[config.mk]
export PLATFORM = sky130hd
export DESIGN_NAME = pipelined_add_sub
export DESIGN_NICKNAME = d
export VERILOG_FILES = /design/src/rtl/pipelined_add_sub.sv
export SDC_FILE = /design/constraint.sdc
export NUM_CORES = 1
export LEC_CHECK = 0
export CAP_MARGIN = 20
export CORE_ASPECT_RATIO = 1.75
export CORE_MARGIN = 8
export CORE_UTILIZATION = 56
export CTS_CLUSTER_SIZE = 24
export DETAILED_ROUTE_END_ITERATION = 10
export PLACE_DENSITY = 0.84
export REMOVE_ABC_BUFFERS = 1
export SKIP_LAST_GASP = 1
export SYNTH_ARGS = -nofsm -noshare
export SYNTH_HDL_FRONTEND = slang
export SYNTH_SLANG_ARGS = --single-unit
[constraint.sdc]
create_clock -name clk -period 3.03 [get_ports clk]
set_clock_uncertainty 0.05 [all_clocks]
set_input_delay 0.606 -clock clk [delete_from_list [all_inputs] [get_ports clk]]
set_output_delay 0.606 -clock clk [all_outputs]
set_load 0.01 [all_outputs]
[src/rtl/pipelined_add_sub.sv]
// Pipelined adder/subtractor: the carry chain is cut into STAGES ripple segments with a
// registered carry between them, behind a valid/ready handshake that stalls globally.
module pipelined_add_sub #(
  parameter int WIDTH  = 32,
  parameter int STAGES = 4
) (
  input  logic             clk,
  input  logic             reset_n,
  input  logic             in_valid,
  output logic             in_ready,
  input  logic [WIDTH-1:0] a,
  input  logic [WIDTH-1:0] b,
  input  logic             sub,
  input  logic             cin,
  output logic             out_valid,
  input  logic             out_ready,
  output logic [WIDTH-1:0] result,
  output logic             carry_out,
  output logic             overflow,
  output logic             zero
);

  localparam int SEG  = WIDTH / STAGES;
  localparam int LAST = STAGES - 1;

  logic              advance_s;
  logic [STAGES-1:0] vld_q;
  logic [STAGES-1:0] vld_d;
  logic              msb_cin_s;
  logic              ovf_d;
  logic              ovf_q;
  logic              zero_d;
  logic              zero_q;

  if ((STAGES < 1) || ((WIDTH % STAGES) != 0)) begin : g_param_check
    $error("pipelined_add_sub: WIDTH must be a positive multiple of STAGES");
  end

  assign advance_s = !vld_q[LAST] || out_ready;
  assign in_ready  = advance_s;

  for (genvar k = 0; k < STAGES; k++) begin : g_stage
    logic [WIDTH-1:0] base_s;
    logic [WIDTH-1:0] acc_d;
    logic [WIDTH-1:0] acc_q;
    logic [SEG-1:0]   a_seg_s;
    logic [SEG-1:0]   b_seg_s;
    logic [SEG-1:0]   sum_s;
    logic             c_in_s;
    logic             c_out_s;
    logic             cry_q;

    if (k == 0) begin : g_src
      assign base_s  = a;
      assign b_seg_s = b[SEG-1:0] ^ {SEG{sub}};
      assign c_in_s  = sub | cin;
    end else begin : g_src
      assign base_s  = g_stage[k-1].acc_q;
      assign b_seg_s = g_stage[k-1].g_skew.bx_q[SEG-1:0];
      assign c_in_s  = g_stage[k-1].cry_q;
    end

    assign a_seg_s = base_s[k*SEG +: SEG];
    assign {c_out_s, sum_s} = {1'b0, a_seg_s} + {1'b0, b_seg_s} + {{SEG{1'b0}}, c_in_s};

    // Lower segments already hold sums, upper segments still hold raw A; splice in this one.
    always_comb begin
      acc_d = base_s;
      acc_d[k*SEG +: SEG] = sum_s;
    end

    // Partial-sum word and segment carry register.
    always_ff @(posedge clk or negedge reset_n) begin
      if (!reset_n) begin
        acc_q <= {WIDTH{1'b0}};
        cry_q <= 1'b0;
      end else if (advance_s) begin
        acc_q <= acc_d;
        cry_q <= c_out_s;
      end else begin
        acc_q <= acc_q;
        cry_q <= cry_q;
      end
    end

    if (k < LAST) begin : g_skew
      localparam int REM = WIDTH - (k + 1) * SEG;
      logic [REM-1:0] bx_d;
      logic [REM-1:0] bx_q;

      if (k == 0) begin : g_first
        assign bx_d = b[WIDTH-1:SEG] ^ {REM{sub}};
      end else begin : g_next
        assign bx_d = g_stage[k-1].g_skew.bx_q[REM+SEG-1:SEG];
      end

      // Skew register carrying the not-yet-consumed segments of the inverted-or-not B.
      always_ff @(posedge clk or negedge reset_n) begin
        if (!reset_n) begin
          bx_q <= {REM{1'b0}};
        end else if (advance_s) begin
          bx_q <= bx_d;
        end else begin
          bx_q <= bx_q;
        end
      end
    end
  end

  // Carry into the MSB is recovered from the MSB sum bit and its two addend bits.
  assign msb_cin_s = g_stage[LAST].a_seg_s[SEG-1] ^ g_stage[LAST].b_seg_s[SEG-1]
                   ^ g_stage[LAST].sum_s[SEG-1];
  assign ovf_d     = msb_cin_s ^ g_stage[LAST].c_out_s;
  assign zero_d    = (g_stage[LAST].acc_d == {WIDTH{1'b0}});

  always_comb begin
    vld_d    = vld_q << 1;
    vld_d[0] = in_valid;
  end

  // Valid shift register and last-stage flags.
  always_ff @(posedge clk or negedge reset_n) begin
    if (!reset_n) begin
      vld_q  <= {STAGES{1'b0}};
      ovf_q  <= 1'b0;
      zero_q <= 1'b0;
    end else if (advance_s) begin
      vld_q  <= vld_d;
      ovf_q  <= ovf_d;
      zero_q <= zero_d;
    end else begin
      vld_q  <= vld_q;
      ovf_q  <= ovf_q;
      zero_q <= zero_q;
    end
  end

  assign out_valid = vld_q[LAST];
  assign result    = g_stage[LAST].acc_q;
  assign carry_out = g_stage[LAST].cry_q;
  assign overflow  = ovf_q;
  assign zero      = zero_q;

endmodule

==> results.md <==
- Critical path type: primary input to flip-flop
- Yosys warnings: 0
- Async SR Flop Fraction: 100%
- Final wirelength: 17.6 mm
- Met2 Resource Use GR: 34.3%
- Yosys top cell area share: 55.1%
- Pwr dens: 1030 nW/µm²
- Register area share after synthesis: 55.1%
- Largest net degree at the start of global routing: 182
- Synth Flop Type: dfrtp_1
- Maximum clock frequency: 0.354 GHz
- Yosys cell types: 42
- CTS Hold Bufs: 0
- Peak VDD IR: 523 µV
- # Max-Cap Violations: 0
- Clock root cell: clkbuf_16
- Multi-input gate area: 3510 µm²
- Final min period: 2.83 ns
- Post-CTS Resized: 0
- Layout cell share with drive strength beyond 1: 5.02%
- Die Span Y: 178 µm
- Cell type with the largest total area after synthesis: dfrtp_1
- PortBufs: 106
- DRT iter0 DRCs: 395
- CTS Buffer Depth: 2
- Placed insts: 1186
- CP required: 3.24 ns
- Layer with the highest usage: met2
- Inserted Clock Buffers: 17
- Full die area: 19400 µm²
- Met3 GRT Util: 3.36%
- Worst slew margin: 51.9%
- Initial Util: 56.9%
- Final non-filler cell total: 1219
- Crit Path Max Fanout: 3
- First-pass GRT wire length: 29.8 mm
- Final Net Count: 1128
- Row count: 59
- Antenna violations before repair: 1
- Via-per-instance ratio: 5.17
- Clk_lat worst skew: 0.41 ns
- RePlAce Congestion: 0.806
- Worst Max-Slew Pin Slew: 0.722 ns
- Crit end category: flip-flop
- Synthesized flop and latch total: 186
- Gr ovfl total: 0
- Post-route setup TNS: 0 ns
- Drt pass-1 iters: 4
- DRC viols: 0
- # IOs: 107
- Post-CTS Setup Bufs: 0
- Min-delay worst type: primary input to async pin
- RSZ-0062 raised after global routing: no
- Startpoint Class: primary input
- Slew Limit Fails: 0
- Routed wire per std cell: 14.5 µm
- M1 GR Usage: 22.9%
- Layout fillers: 1129
- EDFF count, synth: 0
- CTS tree: done
- Die width: 109 µm
- Clock sink total: 186
- Total chip power: 10.6 mW
- Leak: 5.02 nW
- Clock transition at path regs: 0.07 ns
- Synth Cell Area: 8450 µm²
- Total track usage: 19.2%
- Crit share post-route: 93.3%
- Worst EP arrival: 3.04 ns
- Area growth syn-to-layout: 21.2%
- Vias: 6298
- Vias in the first global route: 6344
- Dpl hpwl: 12.0 mm
- DRT antenna net count: 0
- Hold Fails Final Rpt: 0
- Top cells by area, synth: dfrtp_1 55%, nand2_1 19%, ha_1 4.1%
- H-tree Lvls: 4
- Avg Inst Size Synth: 9.10 µm²
- Core area: 14800 µm²
- Status: finished clean
- Final setup violating endpoints: 0
- Register area: 4650 µm²
- Post-synthesis cell count: 929
[power breakdown]
| part | internal [mW] | total [mW] | switching (mW) | leakage, nW |
|---|---|---|---|---|
| clock network | 1.24 | 2.20 | 0.963 | 0.283 |
| logic | 1.85 | 4.13 | 2.28 | 2.49 |
| registers | 3.59 | 4.27 | 0.680 | 2.25 |
| total | 6.68 | 10.6 | 3.92 | 5.02 |
[worst max-delay path, stage by stage]
cell	delay (ns)
clkdlybuf4s50_1	0.39
or2_2	0.29
fa_1	0.42
fa_1	0.41
a21o_1	0.17
a21oi_1	0.28
o21ai_1	0.09
and3b_1	0.19
o21ai_1	0.11
a31oi_1	0.09
[cell usage after synthesis (all sizes together), types with 2 or more instances]
master,number
nand2b,2
and3,2
a31oi,3
o31ai,8
and3b,2
xor2,13
xnor2,36
nor4,6
inv,19
nand3,2
clkbuf,24
buf,20
o211a,2
fa,8
o21ai,45
nor2b,4
dfrtp,186
nand4,2
o21bai,5
o21a,7
ha,28
nor2,27
a21o,4
or3,2
nor3,10
a211oi,3
a21oi,19
nand2,433
[final cells by class]
| type | instances | area share, % |
|---|---|---|
| Timing Repair Buffer | 118 | 11.6 |
| Multi-Input combinational cell | 680 | 34.2 |
| Clock inverter | 13 | 1.51 |
| Sequential cell | 186 | 45.4 |
| Tap cell | 183 | 2.24 |
| Inverter | 19 | 0.721 |
| Antenna cell | 1 | 0.0244 |
| Clock buffer | 19 | 4.23 |
[sequential cells by signal, summed over array words and instances, names as in the netlist]
register,flops
vld_q,4
g_stage.g_skew.bx_q,48
overflow,1
result,32
zero,1
g_stage.cry_q,3
g_stage.acc_q,96
carry_out,1
[logic make-up (layout without fill, tap and decap cells)]
family / count (synthesis) / after routing / synth area share, %
compound gates: 102 / 102 / 7.55
xor+xnor: 49 / 49 / 5.08
fa+ha+maj: 36 / 36 / 6.04
buf+inv: 63 / 169 / 3.45
flops: 186 / 186 / 55.1
other cells: 0 / 1 / 0
simple gates: 493 / 493 / 22.8
[final timing paths]
path / startpoint / endpoint / slack (ns) / depth (start not counted)
max reg2reg: g_stage[1].g_skew.bx_q[0]$_DFFE_PN0P_ / g_stage[2].cry_q$_DFFE_PN0P_ / 0.53 / 10
min reg2reg: vld_q[2]$_DFFE_PN0P_ / vld_q[2]$_DFFE_PN0P_ / 0.41 / 2
min: reset_n / g_stage[0].acc_q[26]$_DFFE_PN0P_ / 0.14 / 1
min in group clk: vld_q[2]$_DFFE_PN0P_ / vld_q[2]$_DFFE_PN0P_ / 0.41 / 2
max in group asynchronous: reset_n / g_stage[1].acc_q[1]$_DFFE_PN0P_ / 2.06 / 2
max: cin / g_stage[0].cry_q$_DFFE_PN0P_ / 0.20 / 10
[layout by cell type (no fill, tap or decap), drive strengths merged, types with 2 or more instances in the layout]
| cell | instances |
|---|---|
| a211oi | 3 |
| a21o | 4 |
| a21oi | 19 |
| a31oi | 3 |
| and3 | 2 |
| and3b | 2 |
| buf | 13 |
| bufinv | 2 |
| clkbuf | 20 |
| clkdlybuf4s50 | 104 |
| clkinv | 2 |
| clkinvlp | 2 |
| dfrtp | 186 |
| fa | 8 |
| ha | 28 |
| inv | 26 |
| nand2 | 433 |
| nand2b | 2 |
| nand3 | 2 |
| nand4 | 2 |
| nor2 | 27 |
| nor2b | 4 |
| nor3 | 10 |
| nor4 | 6 |
| o211a | 2 |
| o21a | 7 |
| o21ai | 45 |
| o21bai | 5 |
| o31ai | 8 |
| or3 | 2 |
| xnor2 | 36 |
| xor2 | 13 |
[per-stage QoR]
step           instance area [µm²]  worst slack (ns)  utilization (%)  hold WS (ns)
3_3_place_gp                  9650            -0.119             65.1         0.391
2_1_floorplan                 8230             -4.71                -         0.260
4_1_cts                      10200             0.224             69.0         0.144
3_5_place_dp                  9650            -0.216             65.1         0.398
5_1_grt                      10200             0.124             69.0         0.160
6_report                     10200             0.203             69.0         0.137
[layer usage]
| layer | wire length, µm | share of wire [%] | vias up |
|---|---|---|---|
| met5 | 0 | 0 | - |
| met1 | 7130 | 40 | 3016 |
| met2 | 9690 | 55 | 132 |
| met4 | 172 | 0.98 | 0 |
| met3 | 631 | 3.6 | 13 |
| li1 | - | - | 3137 |
No activity file was read; power rests on OpenSTA's default activity.
